<file path="src/rtl/led_pkg.sv">
// -----------------------------------------------------------------------------
// led_pkg
// Shared constants for the multiplexed 7-segment driver: character codes and
// active-low segment patterns (bit 6 = segment a ... bit 0 = segment g).
// No ports; imported by led_char_decoder and multi_digit_led_driver.
// -----------------------------------------------------------------------------
package led_pkg;

  typedef logic [3:0] char_t;
  typedef logic [6:0] seg_t;

  // Character codes. 0x0-0x9 are decimal digits; 0xC-0xF all render blank.
  localparam char_t CH_DASH  = 4'hA;
  localparam char_t CH_F     = 4'hB;
  localparam char_t CH_BLANK = 4'hC;

  // Active-low segment patterns, order a,b,c,d,e,f,g from MSB to LSB.
  localparam seg_t SEG_0     = 7'b0000001;
  localparam seg_t SEG_1     = 7'b1001111;
  localparam seg_t SEG_2     = 7'b0010010;
  localparam seg_t SEG_3     = 7'b0000110;
  localparam seg_t SEG_4     = 7'b1001100;
  localparam seg_t SEG_5     = 7'b0100100;
  localparam seg_t SEG_6     = 7'b0100000;
  localparam seg_t SEG_7     = 7'b0001111;
  localparam seg_t SEG_8     = 7'b0000000;
  localparam seg_t SEG_9     = 7'b0000100;
  localparam seg_t SEG_DASH  = 7'b1111110;
  localparam seg_t SEG_F     = 7'b0111000;
  localparam seg_t SEG_BLANK = 7'b1111111;

endpackage

</file>
<file path="src/rtl/led_char_decoder.sv">
// -----------------------------------------------------------------------------
// led_char_decoder
// Purely combinational character-code to 7-segment decode.
// Ports:
//   code  in  4  character code (see led_pkg)
//   seg   out 7  active-low segments a..g, MSB = a
// -----------------------------------------------------------------------------
module led_char_decoder
  import led_pkg::*;
(
  input  logic [3:0] code,
  output logic [6:0] seg
);

  always_comb begin
    seg = SEG_BLANK;
    case (code)
      4'h0:    seg = SEG_0;
      4'h1:    seg = SEG_1;
      4'h2:    seg = SEG_2;
      4'h3:    seg = SEG_3;
      4'h4:    seg = SEG_4;
      4'h5:    seg = SEG_5;
      4'h6:    seg = SEG_6;
      4'h7:    seg = SEG_7;
      4'h8:    seg = SEG_8;
      4'h9:    seg = SEG_9;
      CH_DASH: seg = SEG_DASH;
      CH_F:    seg = SEG_F;
      default: seg = SEG_BLANK;
    endcase
  end

endmodule

</file>
<file path="src/rtl/multi_digit_led_driver.sv">
// -----------------------------------------------------------------------------
// multi_digit_led_driver
// Time-multiplexed driver for NUM_DIGITS common-anode 7-segment digits.
// Each digit owns a slot of REFRESH_DIV clocks; the first DEAD_CYCLES clocks of
// every slot blank all anodes to avoid ghosting. New characters are captured
// into a shadow register on 'load' and moved to the display register only at a
// frame boundary (last cycle of the last digit's slot), so a frame never mixes
// old and new characters.
//
// Parameters:
//   NUM_DIGITS   1..8            number of digits
//   REFRESH_DIV  >= 4            clocks per digit slot
//   DEAD_CYCLES  0..REFRESH_DIV-1 blanked clocks at start of each slot
//   BLINK_FRAMES (LED_BLINK_EN)  frame boundaries per blink phase toggle
//
// Ports:
//   clk         in   1              rising-edge clock
//   reset       in   1              asynchronous active-low reset
//   load        in   1              strobe capturing chars
//   chars       in   4*NUM_DIGITS   digit i = chars[4i+3:4i]
//   blink_mask  in   NUM_DIGITS     (LED_BLINK_EN only) digits that blink
//   pending     out  1              captured chars not yet displayed
//   anode       out  NUM_DIGITS     active-low digit enables
//   led         out  7              active-low segments a..g, MSB = a
//
// Build option: define LED_BLINK_EN to add blink_mask / BLINK_FRAMES and the
// blink frame counter. Without it every digit is always visible.
// -----------------------------------------------------------------------------
module multi_digit_led_driver
  import led_pkg::*;
#(
  parameter int NUM_DIGITS   = 4,
  parameter int REFRESH_DIV  = 50000,
  parameter int DEAD_CYCLES  = 4
`ifdef LED_BLINK_EN
  ,
  parameter int BLINK_FRAMES = 64
`endif
) (
  input  logic                    clk,
  input  logic                    reset,
  input  logic                    load,
  input  logic [4*NUM_DIGITS-1:0] chars,
`ifdef LED_BLINK_EN
  input  logic [NUM_DIGITS-1:0]   blink_mask,
`endif
  output logic                    pending,
  output logic [NUM_DIGITS-1:0]   anode,
  output logic [6:0]              led
);

  localparam int CNT_W = (REFRESH_DIV > 1) ? $clog2(REFRESH_DIV) : 1;
  localparam int IDX_W = (NUM_DIGITS > 1) ? $clog2(NUM_DIGITS) : 1;

  localparam logic [CNT_W-1:0] CNT_LAST = CNT_W'(REFRESH_DIV - 1);
  localparam logic [IDX_W-1:0] IDX_LAST = IDX_W'(NUM_DIGITS - 1);

  logic [CNT_W-1:0]                slot_cnt;
  logic [IDX_W-1:0]                digit_idx;
  logic [NUM_DIGITS-1:0][3:0]      shadow;
  logic [NUM_DIGITS-1:0][3:0]      display;

  logic                            slot_tc;
  logic                            frame_bnd;
  logic                            in_dead;
  logic [3:0]                      cur_char;
  logic [6:0]                      cur_seg;
  logic [NUM_DIGITS-1:0]           anode_on;
  logic                            blank_digit;

  assign slot_tc   = (slot_cnt == CNT_LAST);
  assign frame_bnd = slot_tc && (digit_idx == IDX_LAST);
  assign in_dead   = (32'(slot_cnt) < DEAD_CYCLES);
  assign cur_char  = display[digit_idx];
  assign anode_on  = ~(NUM_DIGITS'(1) << digit_idx);

  // ---------------------------------------------------------------------------
  // Slot counter and digit index
  // ---------------------------------------------------------------------------
  always_ff @(posedge clk or negedge reset) begin
    if (!reset) begin
      slot_cnt  <= '0;
      digit_idx <= '0;
    end else if (slot_tc) begin
      slot_cnt  <= '0;
      digit_idx <= (digit_idx == IDX_LAST) ? '0 : digit_idx + 1'b1;
    end else begin
      slot_cnt  <= slot_cnt + 1'b1;
    end
  end

  // ---------------------------------------------------------------------------
  // Shadow / display double buffer. A load that lands on the boundary goes
  // straight to the display, so nothing is left waiting.
  // ---------------------------------------------------------------------------
  always_ff @(posedge clk or negedge reset) begin
    if (!reset) begin
      shadow  <= {NUM_DIGITS{CH_BLANK}};
      display <= {NUM_DIGITS{CH_BLANK}};
      pending <= 1'b0;
    end else if (frame_bnd) begin
      if (load) begin
        shadow  <= chars;
        display <= chars;
      end else if (pending) begin
        display <= shadow;
      end
      pending <= 1'b0;
    end else if (load) begin
      shadow  <= chars;
      pending <= 1'b1;
    end
  end

  // ---------------------------------------------------------------------------
  // Optional blink phase: down-counter over frame boundaries, toggling the
  // phase at terminal count.
  // ---------------------------------------------------------------------------
`ifdef LED_BLINK_EN
  localparam int FR_W = (BLINK_FRAMES > 1) ? $clog2(BLINK_FRAMES) : 1;
  localparam logic [FR_W-1:0] FR_RELOAD = FR_W'(BLINK_FRAMES - 1);

  logic [FR_W-1:0] frame_cnt;
  logic            blink_phase;

  always_ff @(posedge clk or negedge reset) begin
    if (!reset) begin
      frame_cnt   <= FR_RELOAD;
      blink_phase <= 1'b0;
    end else if (frame_bnd) begin
      if (frame_cnt == '0) begin
        frame_cnt   <= FR_RELOAD;
        blink_phase <= ~blink_phase;
      end else begin
        frame_cnt   <= frame_cnt - 1'b1;
      end
    end
  end

  assign blank_digit = blink_phase & blink_mask[digit_idx];
`else
  assign blank_digit = 1'b0;
`endif

  // ---------------------------------------------------------------------------
  // Character decode on the currently scanned digit
  // ---------------------------------------------------------------------------
  led_char_decoder u_decoder (
    .code (cur_char),
    .seg  (cur_seg)
  );

  // ---------------------------------------------------------------------------
  // Registered outputs: one clock behind the counter/index that select them.
  // ---------------------------------------------------------------------------
  always_ff @(posedge clk or negedge reset) begin
    if (!reset) begin
      anode <= '1;
      led   <= SEG_BLANK;
    end else if (in_dead) begin
      anode <= '1;
      led   <= SEG_BLANK;
    end else begin
      anode <= anode_on;
      led   <= blank_digit ? SEG_BLANK : cur_seg;
    end
  end

endmodule

</file>
<file path="config.mk">
export PLATFORM = sky130hd
export DESIGN_NAME = multi_digit_led_driver
export DESIGN_NICKNAME = d
export VERILOG_FILES = /design/src/rtl/led_pkg.sv /design/src/rtl/led_char_decoder.sv /design/src/rtl/multi_digit_led_driver.sv
export SDC_FILE = /design/constraint.sdc
export NUM_CORES = 1
export LEC_CHECK = 0
export ABC_AREA = 1
export CORE_ASPECT_RATIO = 0.9
export CORE_MARGIN = 2
export CORE_UTILIZATION = 58
export DETAILED_ROUTE_END_ITERATION = 7
export PLACE_DENSITY = 0.81
export SLEW_MARGIN = 5
export SYNTH_ARGS = -nofsm -noshare
export SYNTH_HDL_FRONTEND = slang
export SYNTH_SLANG_ARGS = --single-unit
export TNS_END_PERCENT = 5
</file>
<file path="constraint.sdc">
create_clock -name clk -period 2.5 [get_ports clk]
set_input_delay 0.5 -clock clk [delete_from_list [all_inputs] [get_ports clk]]
set_output_delay 0.5 -clock clk [all_outputs]
set_load 0.01 [all_outputs]
</file>
# --- Word level (Yosys, flattened, before mapping) ---
# Memories as Yosys holds them, arrays and structs flattened.
# Cells that the tools add are included.
classes:
  eq_ne: 2
  n_reduce_logical: 4
  magnitude_cmp: 2
  n_shift: 1
  mux: 10
  addsub: 2
  bitwise_logic: 1
ops:
  columns: ["op", "count"]
  rows:
  - ["16-bit two-way mux", 3]
  - ["16-bit by 1-bit adder with 16-bit output, second input constant", 1]
  - ["16-bit equality test, second input constant", 1]
  - ["16-bit by 3-bit less-than comparator with 1-bit output, second input constant", 1]
  - ["4-bit binary-select mux with 2-bit select", 1]
  - ["4-bit two-way mux", 2]
  - ["7-bit two-way mux", 1]
  - ["4-bit inverter", 1]
  - ["2-bit nonzero test", 2]
  - ["1-bit by 2-bit left shift with 4-bit output, first input constant", 1]
  - ["2-bit by 3-bit less-than comparator with 1-bit output, second input constant", 1]
  - ["2-bit by 1-bit adder with 2-bit output, second input constant", 1]
  - ["2-bit equality test, second input constant", 1]
  - ["1-bit two-way mux", 2]
  - ["2-bit two-way mux", 1]
  - ["2-bit AND reduction", 1]
  - ["1-bit logical AND", 1]
word_totals:
  reg_bits: 62
  memories: 1
  output_inout_bits: 12
  in_bits: 19
  wordCells: 36
  romBits: 112
mem_list:
  columns: ["memory", "depth", "width", "read_ports", "rd_ports_with_merged_regs", "write_ports", "line", "rtl"]
  rows:
  - ["(name not given)", 16, 7, 1, 0, 0, "led_char_decoder.sv:17", "case (code)"]

# --- Depth between registers and ports, before layout ---
# Gate-level depths: netlist (run 1).
# An unclocked memory read counts as a cell.
depth:
  ltp_word: 4
  ltp_mapped: 12
  mapped_depth_nobuf: 10

# --- By module ---
# A second synthesis (run 1) with hierarchy kept.
hier_totals:
  cells_unflattened: 375
  area_unflattened_um2: 3108.0
modules_own_cells:
  columns: ["module", "instances", "area_per_inst_um2", "seq_area_each_um2", "cells_per_inst"]
  rows:
  - ["multi_digit_led_driver", 1, 2857.7, 1585.3, 337]
  - ["led_char_decoder", 1, 250.2, 0.0, 38]

# --- Least setup slack after synthesis (run 1) ---
# No wires, ideal clock.
synth_timing:
  kind: "register to register"
  from: "register digit_idx[0]"
  to: "register led[2]"
  arrival_time_ns: 1.517
  setup_slack_ns: 0.895
  setup_time_ns: 0.088
  path_stages_with_launch: 10
  required_ns: 2.412
  cell_sequence: "dfrtp_1 -> buf_4 -> inv_2 -> buf_4 -> nand2_1 -> nand3_1 -> nand2_1 -> ha_1 -> o21ai_0 -> nand3_1"
synth_between:
  elab_chain_len: 4
synth_lines:
  columns: ["element", "line", "rtl"]
  rows:
  - ["start: declaration", "multi_digit_led_driver.sv:59", "logic [IDX_W-1:0] digit_idx;"]
  - ["start signal: assignment", "multi_digit_led_driver.sv:86", "digit_idx <= (digit_idx == IDX_LAST) ? '0 : digit_idx + 1'b1;"]
  - ["4-bit binary-select mux with 2-bit select", "multi_digit_led_driver.sv:74", "assign cur_char = display[digit_idx];"]
  - ["4-bit two-way mux (not written as such)", "multi_digit_led_driver.sv:74", null]
  - ["memory read 16 x 7 bit", null, null]
  - ["7-bit two-way mux", "multi_digit_led_driver.sv:160", "end else if (in_dead) begin"]
  - ["end signal: assignment", "multi_digit_led_driver.sv:165", "led <= blank_digit ? SEG_BLANK : cur_seg;"]
  - ["end: declaration", "multi_digit_led_driver.sv:49", "output logic [6:0] led"]
# Every way passes these cells. The select of a mux whose other input is x is not followed.
# A chain may end at the register's enable or synchronous reset.

# --- Worst setup path after layout (run 1) ---
layout_timing:
  from: "register led[5]"
  to: "output led[5]"
# No word-level cell between the ends.

==> flow_summary.json, run 1 <==
{
  "rows": 25,
  "cts_root_buf": "clkbuf_8",
  "slew_headroom": 0.639,
  "power.share.clock": 0.439,
  "portBuffers": 30,
  "grt_usage": 0.240,
  "fin_skew_ns": 0.0119,
  "report.final.slew_viol_count": 0,
  "postCtsHoldBufs": 0,
  "syn_nets": 415,
  "async_flop_share": 1.00,
  "drt_pass1_iterations": 5,
  "cts_sinks": 62,
  "h-tree-depth": 3,
  "antenna_cells": 0,
  "rsz0062_at_grt": "no",
  "numCtsBuffers": 9,
  "worstSetupPathType": "reg2out",
  "die_h_um": 73.9,
  "yosysSeqAreaShare": 0.504,
  "finalNetCount": 448,
  "remaining_drc_errors": 0,
  "worst_slew_pin_slew_ns": 0.542,
  "hold_class": "in2async",
  "critPathCaptureType": "output port",
  "wl_per_cell_um": 12.5,
  "start_util": 0.598,
  "min_period_ns": 1.89,
  "power_density_nw_per_um2": 548,
  "preCtsSetupSlack_ns": 0.510,
  "grt_pass1_vias": 2352,
  "crit_path_max_incr_delay_ns": 0.53,
  "finalPower_mw": 2.02,
  "ant_nets": 0,
  "status": "finished clean",
  "cts_tree": "yes",
  "cts_max_path_buffers": 2,
  "drt-initial-drc-count": 227,
  "fmax_mhz": 530,
  "clkTransAtPathRegs_ns": 0.07,
  "fill_cells": 445,
  "synth-edff-count": 0,
  "vias": 2591,
  "die-area_um2": 6030,
  "synthTopCellsByArea": "dfrtp_1, dfstp_2, nand2_1",
  "placed_area_um2": 3480,
  "routed_wl_um": 6120,
  "syn-instance-count": 385,
  "area_growth_syn_to_layout_pct": 17.2,
  "ctsResizeCount": 0,
  "seqPwrFrac": 0.517,
  "grt_pass1_wl_um": 10800,
  "clkLatencyLatePin_ns": 0.35,
  "setup_viol": 0,
  "switchingPower_mw": 0.458,
  "finalCritPeriodShare": 0.754,
  "synth_seq_cells": 62,
  "maxCapViolations": 0,
  "synth_flop_cell": "dfrtp_1",
  "synth.most_common_cell": "nand2_1",
  "dp_hpwl_um": 4450,
  "fin_area_um2": 3680,
  "layout-drive-gt1-share": 0.135,
  "switching_share": 0.227,
  "viasPerCell": 5.29,
  "cellLeakagePower_nw": 1.82,
  "synth_cell_types": 25,
  "path_buf_inv": 1,
  "ir_worst_vdd_mv": 0.460,
  "synthesis.area_um2": 3140,
  "ios": 31,
  "core_um2": 5260,
  "path_cells": "clkdlybuf4s50_1",
  "cp.arrival_ns": 1.39,
  "synth_top_area_cell": "dfrtp_1",
  "critPathRequiredTime_ns": 2.00,
  "hold_viol_final": 0,
  "antenna_found_initial": 0,
  "critPathTopFamily": "buffers and inverters",
  "fin_tns_setup_ns": 0,
  "netlist_top_cells_count": "nand2_1, nand3_1, dfrtp_1, nor2_1",
  "postSynthAreaPerCell_um2": 8.17,
  "yosys_warnings": 0,
  "grt_max_degree": 41,
  "internal_power_mw": 1.56,
  "start_kind": "flip-flop",
  "cp_max_fo": 1,
  "die_w_um": 81.6,
  "slowest_stage": "clkdlybuf4s50_1",
  "post_cts_buffers": 0,
  "synth_top_area_share": 0.279,
  "grt-ovfl-total": 0,
  "worst_slack_ns": 0.614,
  "holdWs_ns": 0.124,
  "pwr-share-comb": 0.044,
  "gp_congestion": 0.885
}
==> cell usage in the layout (no fill, tap or decap), drive strengths merged <==
cell	synthesis	routed
o21ai	8	8
xor2	9	9
clkinv	0	2
dfrtp	35	35
clkdlybuf4s50	0	29
nor2	35	35
nor3	7	7
bufinv	0	1
or2	1	1
ha	11	11
nand3	39	39
inv	30	30
a21oi	2	2
nand4	18	18
dfstp	27	27
clkbuf	1	11
nand2	151	151
buf	11	5
clkinvlp	0	2
==> state kept, by name, indices dropped and copies added, names as in the netlist <==
register and cells:
display 16, shadow 16, slot_cnt 16, led 7
anode 4, digit_idx 2, pending 1
==> worst paths after layout <==
kind / end / depth (start not counted) / slack, ns / start
max: led[5] / 1 / 0.61 / led[5]$_DFF_PN1_
min: slot_cnt[2]$_DFF_PN0_ / 1 / 0.12 / reset
max reg2reg: led[0]$_DFF_PN1_ / 10 / 0.62 / digit_idx[0]$_DFFE_PN0N_
min reg2reg: display[2]$_DFFE_PN1P_ / 2 / 0.47 / display[2]$_DFFE_PN1P_
max in group asynchronous: display[11]$_DFFE_PN1P_ / 2 / 1.72 / reset
min in group clk: display[2]$_DFFE_PN1P_ / 2 / 0.47 / display[2]$_DFFE_PN1P_
==> kinds of logic (layout without fill, tap and decap cells) <==
family          Yosys count  in the layout  synth area share
flops                    62             62             0.504
simple gates            251            251             0.349
compound gates           10             10            0.0159
xor+xnor                  9              9            0.0251
fa+ha+maj                11             11            0.0438
buf+inv                  42             80            0.0621
==> cell type report <==
type | instances | area (um2) | share of cell area
clock inverters | 5 | 58.8 | 0.0160
flip-flops and latches | 62 | 1590 | 0.430
multi-input cells | 281 | 1360 | 0.370
well taps | 67 | 83.8 | 0.0228
clock buffers | 11 | 141 | 0.0384
repair buffers | 34 | 338 | 0.0917
inverters | 30 | 113 | 0.0306
==> power by group through the flow <==
stage / logic (mW) / clock network, mW / registers, mW
after detailed placement: 0.0913 / 0 / 1.06
after CTS: 0.0913 / 0.895 / 1.04
final: 0.0890 / 0.887 / 1.04
after floorplan: 0.0318 / 0 / 1.06
after global routing: 0.102 / 0.948 / 1.04
after global placement: 0.0886 / 0 / 1.06
==> per-layer routing <==
metal	global-route usage	routed length, um	vias up
li1	-	-	1294
met1	0.330	2890	1202
met2	0.367	2780	85
met3	0.0713	361	10
met4	0.0796	92	0
met5	0	0	-
==> through the flow <==
step	utilization	cells
floorplan	-	385
global placement	0.663	474
detailed placement	0.663	474
CTS	0.701	490
global route	0.701	490
finish	0.701	490
==> worst register-to-register path, cell delays in order (launching register included) <==
cell and delay, ns:
dfrtp_1 0.59, inv_2 0.20, nand2_1 0.10, nand3_1 0.07, nand2_1 0.21, inv_1 0.12, ha_1 0.19, nand3_1 0.07
nor2_1 0.05, nor2_1 0.15, nand2_1 0.07
No activity file was read; power rests on OpenSTA's default activity.
==> run 2, diff against run 1 <==
Settings changed: CORE_UTILIZATION 58 to 57, PLACE_DENSITY 0.81 to 0.8.
Clock period 2.5 ns to 1.92 ns, I/O delays scaled along.
==> flow_summary.json, run 2 (synthesized netlist as in run 1, its figures left out) <==
{
  "status": "finished clean",
  "finalCritPeriodShare": 0.920,
  "die_h_um": 74.5,
  "path_buf_inv": 1,
  "grtUsageMet3": 0.0813,
  "dp_hpwl_um": 4320,
  "die-area_um2": 6130,
  "use_met2": 0.339,
  "maxCapViolations": 0,
  "busiest_layer": "met2",
  "ir_worst_vdd_mv": 0.495,
  "ctsResizeCount": 0,
  "antenna_found_initial": 0,
  "start_util": 0.595,
  "fmax_mhz": 566,
  "clkTransAtPathRegs_ns": 0.07,
  "cts_max_path_buffers": 2,
  "met1_usage": 0.325,
  "gp_congestion": 0.915,
  "drt-initial-drc-count": 230,
  "grt_max_degree": 63,
  "worstSetupPathType": "reg2out",
  "hold_viol_final": 0,
  "layout_common_cells": "nand2_1, nand3_1, dfrtp_1",
  "layout-drive-gt1-share": 0.138,
  "min_period_ns": 1.77,
  "cp.arrival_ns": 1.38,
  "hold_class": "in2async",
  "drt_pass1_iterations": 5,
  "report.final.slew_viol_count": 0,
  "start_kind": "flip-flop",
  "rows": 25,
  "numCtsBuffers": 9,
  "remaining_drc_errors": 0,
  "cts_root_buf": "clkbuf_8",
  "area_growth_syn_to_layout_pct": 18.0,
  "wl_per_cell_um": 12.7,
  "cts_sinks": 62,
  "finalNetCount": 451,
  "viasPerCell": 5.25,
  "largest_registers": "display (16), shadow (16), slot_cnt (16)",
  "routed_wl_um": 6260,
  "ant_nets": 0,
  "critPathRequiredTime_ns": 1.54,
  "grt-ovfl-total": 0,
  "vias": 2590,
  "power_density_nw_per_um2": 699,
  "portBuffers": 30,
  "antenna_cells": 0,
  "place_inst": 476,
  "grt_pass1_vias": 2388,
  "ios": 31,
  "post_cts_buffers": 0,
  "setup_viol": 0,
  "worst_slack_ns": 0.153,
  "grt_pass1_wl_um": 10700,
  "fin_tns_setup_ns": 0,
  "grt_usage": 0.231,
  "final_common_cell": "nand2_1",
  "cts_tree": "yes",
  "rsz0062_at_grt": "no",
  "critPathTopFamily": "flip-flops",
  "finalPower_mw": 2.59,
  "worst_slew_pin_slew_ns": 0.453,
  "slew_headroom": 0.697,
  "clkLatencyLatePin_ns": 0.35,
  "crit_path_max_incr_delay_ns": 0.52,
  "core_um2": 5290,
  "die_w_um": 82.3,
  "cp_max_fo": 1,
  "final_cells": 493,
  "preCtsSetupSlack_ns": 0.125,
  "cellLeakagePower_nw": 1.83,
  "fill_cells": 422,
  "postCtsHoldBufs": 0,
  "fin_skew_ns": 0.00884,
  "h-tree-depth": 3,
  "critPathCaptureType": "output port",
  "path_cells": "clkdlybuf4s50_1",
  "slowest_stage": "dfstp_2"
}
[run 2: changes by cell type in the layout (fill, tap and decap cells not counted)]
cell        previous run  this run
clkinv_2               1         0
clkbuf_8              10         9
clkinv_4               1         0
buf_4                  3         5
clkbuf_1               1         2
nand4_2                1         0
nor2_4                 1         2
clkinvlp_4             2         4
nand4_4                0         1
[run 2: path summary, 6_finish.rpt]
check,cells after the start,from,slack [ns],end
hold / removal,2,reset,0.03,slot_cnt[10]$_DFF_PN0_
setup reg to reg,7,slot_cnt[0]$_DFF_PN0_,0.16,display[15]$_DFFE_PN1P_
max in group asynchronous,2,reset,1.57,shadow[10]$_DFFE_PN1P_
hold reg to reg,2,display[3]$_DFFE_PN1P_,0.47,display[3]$_DFFE_PN1P_
min in group clk,2,display[3]$_DFFE_PN1P_,0.47,display[3]$_DFFE_PN1P_
setup / recovery,1,led[0]$_DFF_PN1_,0.15,led[0]
[run 2: cell type report]
cell class,instances,area (um2),share of cell area
Multi-Input combinational cell,282,1380,0.373
Clock inverter,5,60.1,0.0162
Inverter,30,113,0.0304
Clock buffer,11,131,0.0354
Timing Repair Buffer,36,353,0.0951
Tap cell,67,83.8,0.0226
Sequential cell,62,1590,0.427
[run 2: metrics by stage]
stage                     area [um2]  hold WS [ns]  utilization
after global routing            3710        0.0496        0.702
after floorplan                 3140        0.0884            -
after detailed placement        3500         0.415        0.662
after global placement          3500         0.411        0.662
final                           3710        0.0306        0.702
after CTS                       3690        0.0449        0.698
[run 2: routing by layer]
layer,part of all wire,vias to the layer above
met4,0.0080,0
met1,0.47,1200
met5,0,-
met3,0.059,8
met2,0.46,82
li1,-,1300
[run 2: report_power, final]
group	internal, mW	total, mW	leakage [nW]	switching [mW]
Sequential	1.35	1.36	0.736	0.00849
Combinational	0.0501	0.117	1.01	0.0665
Clock	0.599	1.12	0.0818	0.522
Total	2.00	2.59	1.83	0.597
==> run 3, diff against run 2 <==
Settings changed: ABC_CLOCK_PERIOD_IN_PS from default to 1920, CELL_PAD_IN_SITES_DETAIL_PLACEMENT from default to 1, CELL_PAD_IN_SITES_GLOBAL_PLACEMENT from default to 1, CORE_UTILIZATION 57 to 42, PLACE_DENSITY 0.8 to default, PLACE_DENSITY_LB_ADDON from default to 0.1.
==> flow_summary.json, run 3 (synthesized netlist as in run 1, its figures left out) <==
{
  "fin_area_um2": 3820,
  "slowest_stage": "dfstp_2",
  "final_cells": 524,
  "start_util": 0.440,
  "ant_nets": 0,
  "largest_registers": "display (16), shadow (16), slot_cnt (16)",
  "drt_pass1_iterations": 4,
  "top_layer_used": "met4",
  "finalCritPeriodShare": 0.922,
  "cellLeakagePower_nw": 1.88,
  "area_growth_syn_to_layout_pct": 21.4,
  "slew_headroom": 0.736,
  "path_cells": "clkdlybuf4s50_1",
  "power.share.clock": 0.462,
  "cts_sinks": 62,
  "fmax_mhz": 565,
  "cp_max_fo": 1,
  "h-tree-depth": 3,
  "cts_max_path_buffers": 2,
  "r2r_end": "pending$_DFFE_PN0P_",
  "drt-initial-drc-count": 117,
  "grt_max_degree": 63,
  "clkLatencyLatePin_ns": 0.35,
  "rsz0062_at_grt": "no",
  "setup.worst_path.start": "led[1]$_DFF_PN1_",
  "antenna_cells": 0,
  "fin_tns_setup_ns": 0,
  "cts_tree": "yes",
  "viasPerCell": 5.03,
  "die_h_um": 86.1,
  "dp_hpwl_um": 5520,
  "layout_common_cells": "nand2_1, nand3_1, dfrtp_1",
  "fin_skew_ns": 0.00739,
  "critPathTopFamily": "flip-flops",
  "hold_class": "in2async",
  "hold_viol_final": 0,
  "grt_pass1_wl_um": 12900,
  "reg2reg_from": "slot_cnt[1]$_DFF_PN0_",
  "rows": 29,
  "reg2reg_depth": 6,
  "fill_cells": 876,
  "grt_pass1_vias": 2657,
  "worst_slew_pin_slew_ns": 0.397,
  "min_period_ns": 1.77,
  "crit_path_max_incr_delay_ns": 0.52,
  "critPathRequiredTime_ns": 1.54,
  "met3_length_um": 325,
  "wl_per_cell_um": 14.2,
  "critPathCaptureType": "output port",
  "pwr-share-comb": 0.044,
  "core_um2": 7150,
  "antenna_found_initial": 0,
  "finalNetCount": 456,
  "numCtsBuffers": 9,
  "finalPower_mw": 2.75,
  "clkTransAtPathRegs_ns": 0.07,
  "path_buf_inv": 1,
  "routed_wl_um": 7430,
  "ir_worst_vdd_mv": 0.419,
  "path_depth": 1,
  "postCtsHoldBufs": 0,
  "grt_usage": 0.205,
  "seqPwrFrac": 0.494,
  "layout-drive-gt1-share": 0.153,
  "remaining_drc_errors": 0,
  "switching_share": 0.223,
  "worstSetupPathType": "reg2out",
  "wl_met2_um": 3340,
  "m1WireLength_um": 3670,
  "placed_area_um2": 3590,
  "portBuffers": 30,
  "switchingPower_mw": 0.614,
  "die_w_um": 95.2,
  "maxCapViolations": 0,
  "vias": 2637,
  "final_common_cell": "nand2_1",
  "ios": 31,
  "gp_congestion": 0.835,
  "reg2reg_slack_ns": 0.22,
  "report.final.slew_viol_count": 0,
  "power_density_nw_per_um2": 720,
  "setup_viol": 0,
  "start_kind": "flip-flop",
  "internal_power_mw": 2.13,
  "place_inst": 508,
  "utilization": 0.534,
  "status": "finished clean",
  "cts_root_buf": "clkbuf_8",
  "endpoint": "led[1]",
  "grt-ovfl-total": 0,
  "die-area_um2": 8200,
  "cp.arrival_ns": 1.39
}
==> run 3: area by class of cell <==
type,instances,area [um2],area share
clock buffers,11,131,0.0344
clock inverters,5,83.8,0.0220
inverters,30,113,0.0295
multi-input cells,281,1380,0.360
flip-flops and latches,62,1590,0.416
well taps,93,116,0.0305
repair buffers,42,410,0.108
==> run 3: layer usage <==
layer	GRT usage	vias to the layer above
li1	-	1314
met1	0.288	1259
met2	0.312	54
met3	0.0501	10
met4	0.0632	0
met5	0	-
==> run 3: power by group through the flow <==
| stage | Combinational, mW | Sequential, mW | Clock, mW |
|---|---|---|---|
| final | 0.121 | 1.36 | 1.27 |
| after global routing | 0.137 | 1.36 | 1.36 |
| after CTS | 0.125 | 1.36 | 1.30 |
| after detailed placement | 0.124 | 1.38 | 0 |
| after global placement | 0.121 | 1.38 | 0 |
| after floorplan | 0.0414 | 1.38 | 0 |
==> run 3: worst min-delay path by stage <==
| stage | depth (start not counted) | slack [ns] | endpoint | from |
|---|---|---|---|---|
| floorplan | 0 | 0.09 | digit_idx[0]$_DFFE_PN0N_ | reset |
| global placement | 2 | 0.42 | slot_cnt[13]$_DFF_PN0_ | reset |
| detailed placement | 2 | 0.42 | slot_cnt[13]$_DFF_PN0_ | reset |
| CTS | 2 | 0.04 | slot_cnt[13]$_DFF_PN0_ | reset |
| global route | 2 | 0.05 | slot_cnt[10]$_DFF_PN0_ | reset |
| finish | 2 | 0.03 | slot_cnt[12]$_DFF_PN0_ | reset |
==> run 3: what timing repair did <==
action,CTS,global route
buffers inserted,0,0
gates resized for setup,0,3
endpoints found under the setup margin,0,17
==> run 3: per-stage QoR <==
step	setup slack (ns)	hold WS, ns
final	0.150	0.0334
after global routing	0.0638	0.0485
after CTS	0.101	0.0408
after detailed placement	0.141	0.418
after global placement	0.187	0.415
after floorplan	0.315	0.0884
